--- src/rtl/seq_multiplier.sv ---
// ============================================================================
// Module   : seq_multiplier
// Brief    : Iterative shift-add multiplier with a start/busy/done handshake and
//            a one-cycle register-file write-back request carrying the low word.
// Revision : 1.0 - initial release
// ============================================================================
`default_nettype none

module seq_multiplier #(
    parameter int WIDTH = 32
) (
    input  logic             clk,
    input  logic             reset,
    input  logic             start,
    input  logic             signedOp,
    input  logic [WIDTH-1:0] opA,
    input  logic [WIDTH-1:0] opB,
    input  logic [4:0]       rdIn,
    output logic             busy,
    output logic             done,
    output logic             wbEn,
    output logic [4:0]       wbRd,
    output logic [WIDTH-1:0] hi,
    output logic [WIDTH-1:0] lo
);

    localparam int               c_CNT_W = $clog2(WIDTH) + 1;
    localparam logic [c_CNT_W-1:0] c_LAST  = c_CNT_W'(WIDTH - 1);

    typedef enum logic [1:0] {
        S_IDLE = 2'd0,
        S_RUN  = 2'd1,
        S_FIN  = 2'd2
    } state_t;

    state_t                 r_state;
    logic [2*WIDTH-1:0]     r_acc;
    logic [2*WIDTH-1:0]     r_magA;
    logic [WIDTH-1:0]       r_magB;
    logic                   r_neg;
    logic [c_CNT_W-1:0]     r_cnt;

    logic [WIDTH-1:0]       w_magA;
    logic [WIDTH-1:0]       w_magB;
    logic                   w_neg;
    logic [2*WIDTH-1:0]     w_result;

    // Most-negative operand negates to itself, which is the correct unsigned magnitude.
    assign w_magA   = (signedOp && opA[WIDTH-1]) ? -opA : opA;
    assign w_magB   = (signedOp && opB[WIDTH-1]) ? -opB : opB;
    assign w_neg    = signedOp & (opA[WIDTH-1] ^ opB[WIDTH-1]);
    assign w_result = r_neg ? -r_acc : r_acc;

    always_ff @(posedge clk) begin
        if (!reset) begin
            r_state <= S_IDLE;
            r_acc   <= '0;
            r_magA  <= '0;
            r_magB  <= '0;
            r_neg   <= 1'b0;
            r_cnt   <= '0;
            busy    <= 1'b0;
            done    <= 1'b0;
            wbEn    <= 1'b0;
            wbRd    <= '0;
            hi      <= '0;
            lo      <= '0;
        end else begin
            done <= 1'b0;
            wbEn <= 1'b0;
            case (r_state)
                S_IDLE: begin
                    if (start) begin
                        r_magA  <= {{WIDTH{1'b0}}, w_magA};
                        r_magB  <= w_magB;
                        r_neg   <= w_neg;
                        wbRd    <= rdIn;
                        r_acc   <= '0;
                        r_cnt   <= '0;
                        busy    <= 1'b1;
                        r_state <= S_RUN;
                    end
                end
                S_RUN: begin
                    // Shifting the multiplicand each cycle realises magA << cnt.
                    if (r_magB[0]) begin
                        r_acc <= r_acc + r_magA;
                    end
                    r_magA <= r_magA << 1;
                    r_magB <= r_magB >> 1;
                    r_cnt  <= r_cnt + 1'b1;
                    if (r_cnt == c_LAST) begin
                        r_state <= S_FIN;
                    end
                end
                S_FIN: begin
                    {hi, lo} <= w_result;
                    done     <= 1'b1;
                    wbEn     <= 1'b1;
                    busy     <= 1'b0;
                    r_state  <= S_IDLE;
                end
                default: begin
                    busy    <= 1'b0;
                    r_state <= S_IDLE;
                end
            endcase
        end
    end

endmodule

`default_nettype wire
--- config.mk ---
export PLATFORM = sky130hd
export DESIGN_NAME = seq_multiplier
export DESIGN_NICKNAME = d
export VERILOG_FILES = /design/src/rtl/seq_multiplier.sv
export SDC_FILE = /design/constraint.sdc
export NUM_CORES = 1
export LEC_CHECK = 0
export BUFFER_PORTS_ARGS = -buffer_cell sky130_fd_sc_hd__buf_2
export CORE_ASPECT_RATIO = 1.2
export CORE_MARGIN = 4
export CORE_UTILIZATION = 55
export DETAILED_ROUTE_END_ITERATION = 8
export PLACE_DENSITY = 0.88
export SYNTH_ARGS = -nofsm -noshare
export SYNTH_HDL_FRONTEND = slang
export SYNTH_SLANG_ARGS = --single-unit
--- constraint.sdc ---
create_clock -name clk -period 3.1 [get_ports clk]
set_input_delay 0.62 -clock clk [delete_from_list [all_inputs] [get_ports clk]]
set_output_delay 0.62 -clock clk [all_outputs]
set_load 0.02 [all_outputs]
==> Implementation_results.wiki <==
{| class="wikitable"
! Metric !! Value
|-
| Status || finished, violations left
|-
| Violated checks || setup timing
|-
| First-iteration detailed-routing DRC count || 1214
|-
| Critical Path, Cell by Cell || ha_1 -> a21oi_2 -> o21ai_0 -> a21oi_2 -> o21ai_2 -> a2111o_1 -> a41o_1 -> a221oi_4 -> a211oi_2 -> or3_1 -> a32o_1
|-
| Proportion of synthesized flip-flops having asynchronous set or reset || 0
|-
| Average detailed-routed wire length per instance || 17.7 µm
|-
| Die width || 159 µm
|-
| Launching element type of the critical path || flip-flop
|-
| Max-slew headroom at the worst pin || 0.205
|-
| Mux contribution to synthesized area || 0.00265
|-
| Fraction of post-synthesis cell area in the top cell type by area || 0.318
|-
| Synthesized-area fraction occupied by and/or/nand/nor cells || 0.211
|-
| FILL cells || 2052
|-
| Count of synthesis-stage warnings from yosys || 0
|-
| Relative area change from synthesis to final layout || 24.6%
|-
| Final count of hold timing violations || 0
|-
| Initial antenna violation count || 1
|-
| Yosys cell types || 68
|-
| Number of routed nets with antenna violations || 0
|-
| Full die area || 30200 µm²
|-
| Vias per inst || 6.09
|-
| Clock slew seen by the registers of the worst setup and hold paths || 0.06 ns
|-
| Global Route met3 Usage || 0.0399
|-
| Placeable core area || 27100 µm²
|-
| Vias || 15300
|-
| Total design power || 7350 µW
|-
| Overflow left after global routing || 0
|-
| Main area contributors after synthesis || sky130_fd_sc_hd__dfxtp_1, sky130_fd_sc_hd__xor2_1, sky130_fd_sc_hd__nand2_1
|-
| Period utilisation layout || 1.02
|-
| Worst-skew pair later-pin latency || 0.54 ns
|-
| Worst Skew || 0.0135 ns
|-
| Detailed-route wire length || 44.3 mm
|-
| Worst-case register-to-register setup slack || -0.06 ns
|-
| Kind of capture point of the worst setup path || flip-flop
|-
| Starting density of the core || 0.558
|-
| Signal arrival time at the worst endpoint || 3.59 ns
|-
| Post-synthesis register bit count || 240
|-
| Post-synthesis compound-gate area fraction || 0.275
|-
| Classification of the worst-slack hold path || primary input to flip-flop
|-
| Top cells by count, synth || sky130_fd_sc_hd__dfxtp_1, sky130_fd_sc_hd__nand2_1, sky130_fd_sc_hd__o21ai_0
|-
| Number of max-slew violations in the final report || 0
|-
| Die Ht || 190 µm
|-
| # rows || 66
|-
| Maximum clock rate || 317 MHz
|-
| Hold-fix buffer count after cts || 0
|-
| Most common cell in the netlist || sky130_fd_sc_hd__dfxtp_1
|-
| Setup repair after global routing missed its margin || true
|-
| Largest voltage drop on the vdd net || 339 µV
|-
| Worst Path Max Fanout || 3
|-
| Gate count of the mapped netlist || 1885
|-
| Post-Synthesis Cell Area || 15100 µm²
|-
| Syn avg cell area || 8.02 µm²
|-
| Nets in the synthesized netlist || 2026
|-
| Buffering stage count on the worst path with inverters included || 0
|-
| Number of buffers inserted by port buffering || 144
|-
| GRT Util Overall || 0.276
|-
| Post-DP HPWL || 32.6 mm
|-
| Cell at the slowest stage of the critical path || sky130_fd_sc_hd__a2111o_1
|-
| DR DRC count || 0
|-
| Category of the critical setup timing path || flip-flop to flip-flop
|-
| Ports placed on the boundary || 145
|-
| Fraction of the yosys area taken by sequential cells || 0.318
|-
| Crit path max-delay family || compound AO/OA/AOI/OAI gates
|-
| First-pass GRT wire length || 71.3 mm
|-
| Final critical-path setup slack || -0.0563 ns
|-
| Total clock buffers created by CTS || 26
|-
| Setup violation total in the final timing report || 2
|-
| Min Tclk post-route || 3.16 ns
|-
| Final Net Count || 2290
|-
| Leading register cell type out of synthesis || sky130_fd_sc_hd__dfxtp_1
|-
| Number of sinks handled by clock tree synthesis || 240
|-
| GR Util met1 || 0.367
|-
| Number of buffers on the longest clock path || 3
|-
| Deepest level of the CTS H-tree || 1
|-
| Power per cell area || 390 nW/µm²
|-
| Non-filler cells, final || 2508
|-
| Root Buffer || sky130_fd_sc_hd__clkbuf_16
|-
| Dominant cell type by area after synthesis || sky130_fd_sc_hd__dfxtp_1
|-
| Adder-cell share of the synthesized area || 0.0568
|-
| CP most frequent cell || sky130_fd_sc_hd__a21oi_2
|-
| CTS tree || done
|-
| Static Leak || 0.00859 µW
|-
| Count of flip-flops with a built-in enable after synthesis || 0
|-
| Fraction of final layout cells with drive strength greater than 1 || 0.235
|-
| Xor and xnor fraction of the mapped netlist area || 0.0997
|-
| Number of global-route vias before repair || 14500
|-
| Placer congestion estimate || 0.964
|-
| Largest family of logic cells by synthesized area || compound AO/OA/AOI/OAI gates
|-
| DP Cell Count || 2448
|-
| Count of TritonRoute iterations in the first routing pass || 5
|-
| Worst Max-Slew Pin Slew || 1.19 ns
|-
| Required arrival time at the worst endpoint || 3.53 ns
|-
| Largest stage delay on the critical path || 0.43 ns
|-
| Max-cap violation count || 0
|-
| Maximum number of pins on one net before global-route repair || 80
|-
| Met2 global-route usage || 0.468
|-
| N_diodes || 0
|-
| Busiest grt layer || met2
|}
-- power by group --
group	total, µW	internal [µW]	leakage [µW]	switching [µW]
combinational	992	429	0.00622	563
sequential	3250	3170	0.00195	78.2
clock	3110	1810	0.000418	1300
total	7350	5400	0.00859	1940
-- path summary, 6_finish.rpt --
kind         cells past startpoint  startpoint         to
min reg2reg                      2     wbRd[2]    wbRd[2]
max reg2reg                     11   r_acc[12]  r_acc[49]
max                             11   r_acc[12]  r_acc[49]
min                              3     rdIn[3]    wbRd[3]
-- state kept, by name, indices dropped and copies added (netlist names) --
register  cells
r_acc        64
r_magA       64
hi           32
lo           32
r_magB       32
r_cnt         6
wbRd          5
r_state       2
busy          1
r_neg         1
wbEn          1
-- worst register-to-register path: stages (launching register included) --
cell	delay (ns)
sky130_fd_sc_hd__dfxtp_2	0.33
sky130_fd_sc_hd__ha_1	0.34
sky130_fd_sc_hd__a21oi_2	0.22
sky130_fd_sc_hd__o21ai_0	0.18
sky130_fd_sc_hd__a21oi_2	0.21
sky130_fd_sc_hd__o21ai_2	0.10
sky130_fd_sc_hd__a2111o_1	0.43
sky130_fd_sc_hd__a41o_1	0.27
sky130_fd_sc_hd__a221oi_4	0.29
sky130_fd_sc_hd__a211oi_2	0.11
sky130_fd_sc_hd__or3_1	0.31
sky130_fd_sc_hd__a32o_1	0.25
-- cell usage in the layout, fill, tap and decap left out, types with 7 or more instances in the layout --
cell type	netlist	routed
sky130_fd_sc_hd__ha_1	67	55
sky130_fd_sc_hd__xor2_1	110	110
sky130_fd_sc_hd__nand4_1	22	22
sky130_fd_sc_hd__nand2b_1	13	11
sky130_fd_sc_hd__clkbuf_16	0	26
sky130_fd_sc_hd__inv_1	24	24
sky130_fd_sc_hd__nor3_1	26	22
sky130_fd_sc_hd__a21o_1	23	23
sky130_fd_sc_hd__o211ai_1	7	7
sky130_fd_sc_hd__dfxtp_2	0	12
sky130_fd_sc_hd__o31ai_1	35	27
sky130_fd_sc_hd__o21bai_1	13	13
sky130_fd_sc_hd__dfxtp_1	240	228
sky130_fd_sc_hd__nor2b_1	58	57
sky130_fd_sc_hd__o211a_1	57	57
sky130_fd_sc_hd__buf_2	0	143
sky130_fd_sc_hd__a21boi_0	35	33
sky130_fd_sc_hd__and2_1	63	62
sky130_fd_sc_hd__xnor2_1	62	62
sky130_fd_sc_hd__o41ai_1	17	15
sky130_fd_sc_hd__buf_4	1	213
sky130_fd_sc_hd__o21ai_0	164	154
sky130_fd_sc_hd__or4_1	13	11
sky130_fd_sc_hd__o31ai_2	0	8
sky130_fd_sc_hd__nand2_1	239	238
sky130_fd_sc_hd__ha_4	0	7
sky130_fd_sc_hd__nand3_1	42	41
sky130_fd_sc_hd__a211oi_1	14	13
sky130_fd_sc_hd__nor4_1	15	11
sky130_fd_sc_hd__a21oi_1	109	101
sky130_fd_sc_hd__a22o_1	20	20
sky130_fd_sc_hd__nor2_1	89	84
sky130_fd_sc_hd__a21oi_2	0	7
sky130_fd_sc_hd__a22oi_1	68	68
sky130_fd_sc_hd__and3_1	11	11
sky130_fd_sc_hd__or3_1	26	22
-- cell type report --
type                            instances  area [µm²]  area share
Clock inverter                         16         161     0.00857
Sequential cell                       240        4820       0.256
Multi-Input combinational cell       1498       10300       0.545
Inverter                               24        90.1     0.00479
Timing Repair Buffer                  359        2370       0.126
Tap cell                              340         425      0.0226
Clock buffer                           31         709      0.0377
-- cell families (layout without fill, tap and decap cells) --
kind of cell    Yosys count  in the layout
xor+xnor                172            172
buf+inv                 147            430
simple gates            642            642
fa+ha+maj                68             68
compound gates          612            612
flops                   240            240
mux                       4              4
-- per-layer routing --
metal | share of wire | up-vias
met2 | 0.47 | 638
met5 | 0.00027 | -
met4 | 0.029 | 2
li1 | - | 7348
met1 | 0.42 | 7187
met3 | 0.082 | 103
-- repair_timing --
action,4_1_cts,5_1_grt
cloned,0,0
endpoints found under the setup margin,26,41
pin swaps,17,35
buffers inserted,4,9
gates resized for setup,27,77
-- per-stage QoR --
| step | TNS (ns) | hold slack [ns] | cell area [µm²] | setup slack (ns) | util |
|---|---|---|---|---|---|
| final | -0.0603 | 0.337 | 18800 | -0.0563 | 0.695 |
| after floorplan | -0.0173 | 0.436 | 15100 | -0.0173 | - |
| after CTS | -0.119 | 0.316 | 18400 | -0.0425 | 0.680 |
| after global routing | -0.905 | 0.346 | 18800 | -0.163 | 0.695 |
| after detailed placement | -3.80 | 0.458 | 17400 | -0.286 | 0.642 |
| after global placement | -1.90 | 0.445 | 17400 | -0.210 | 0.642 |
No activity file was read; power rests on OpenSTA's default activity.
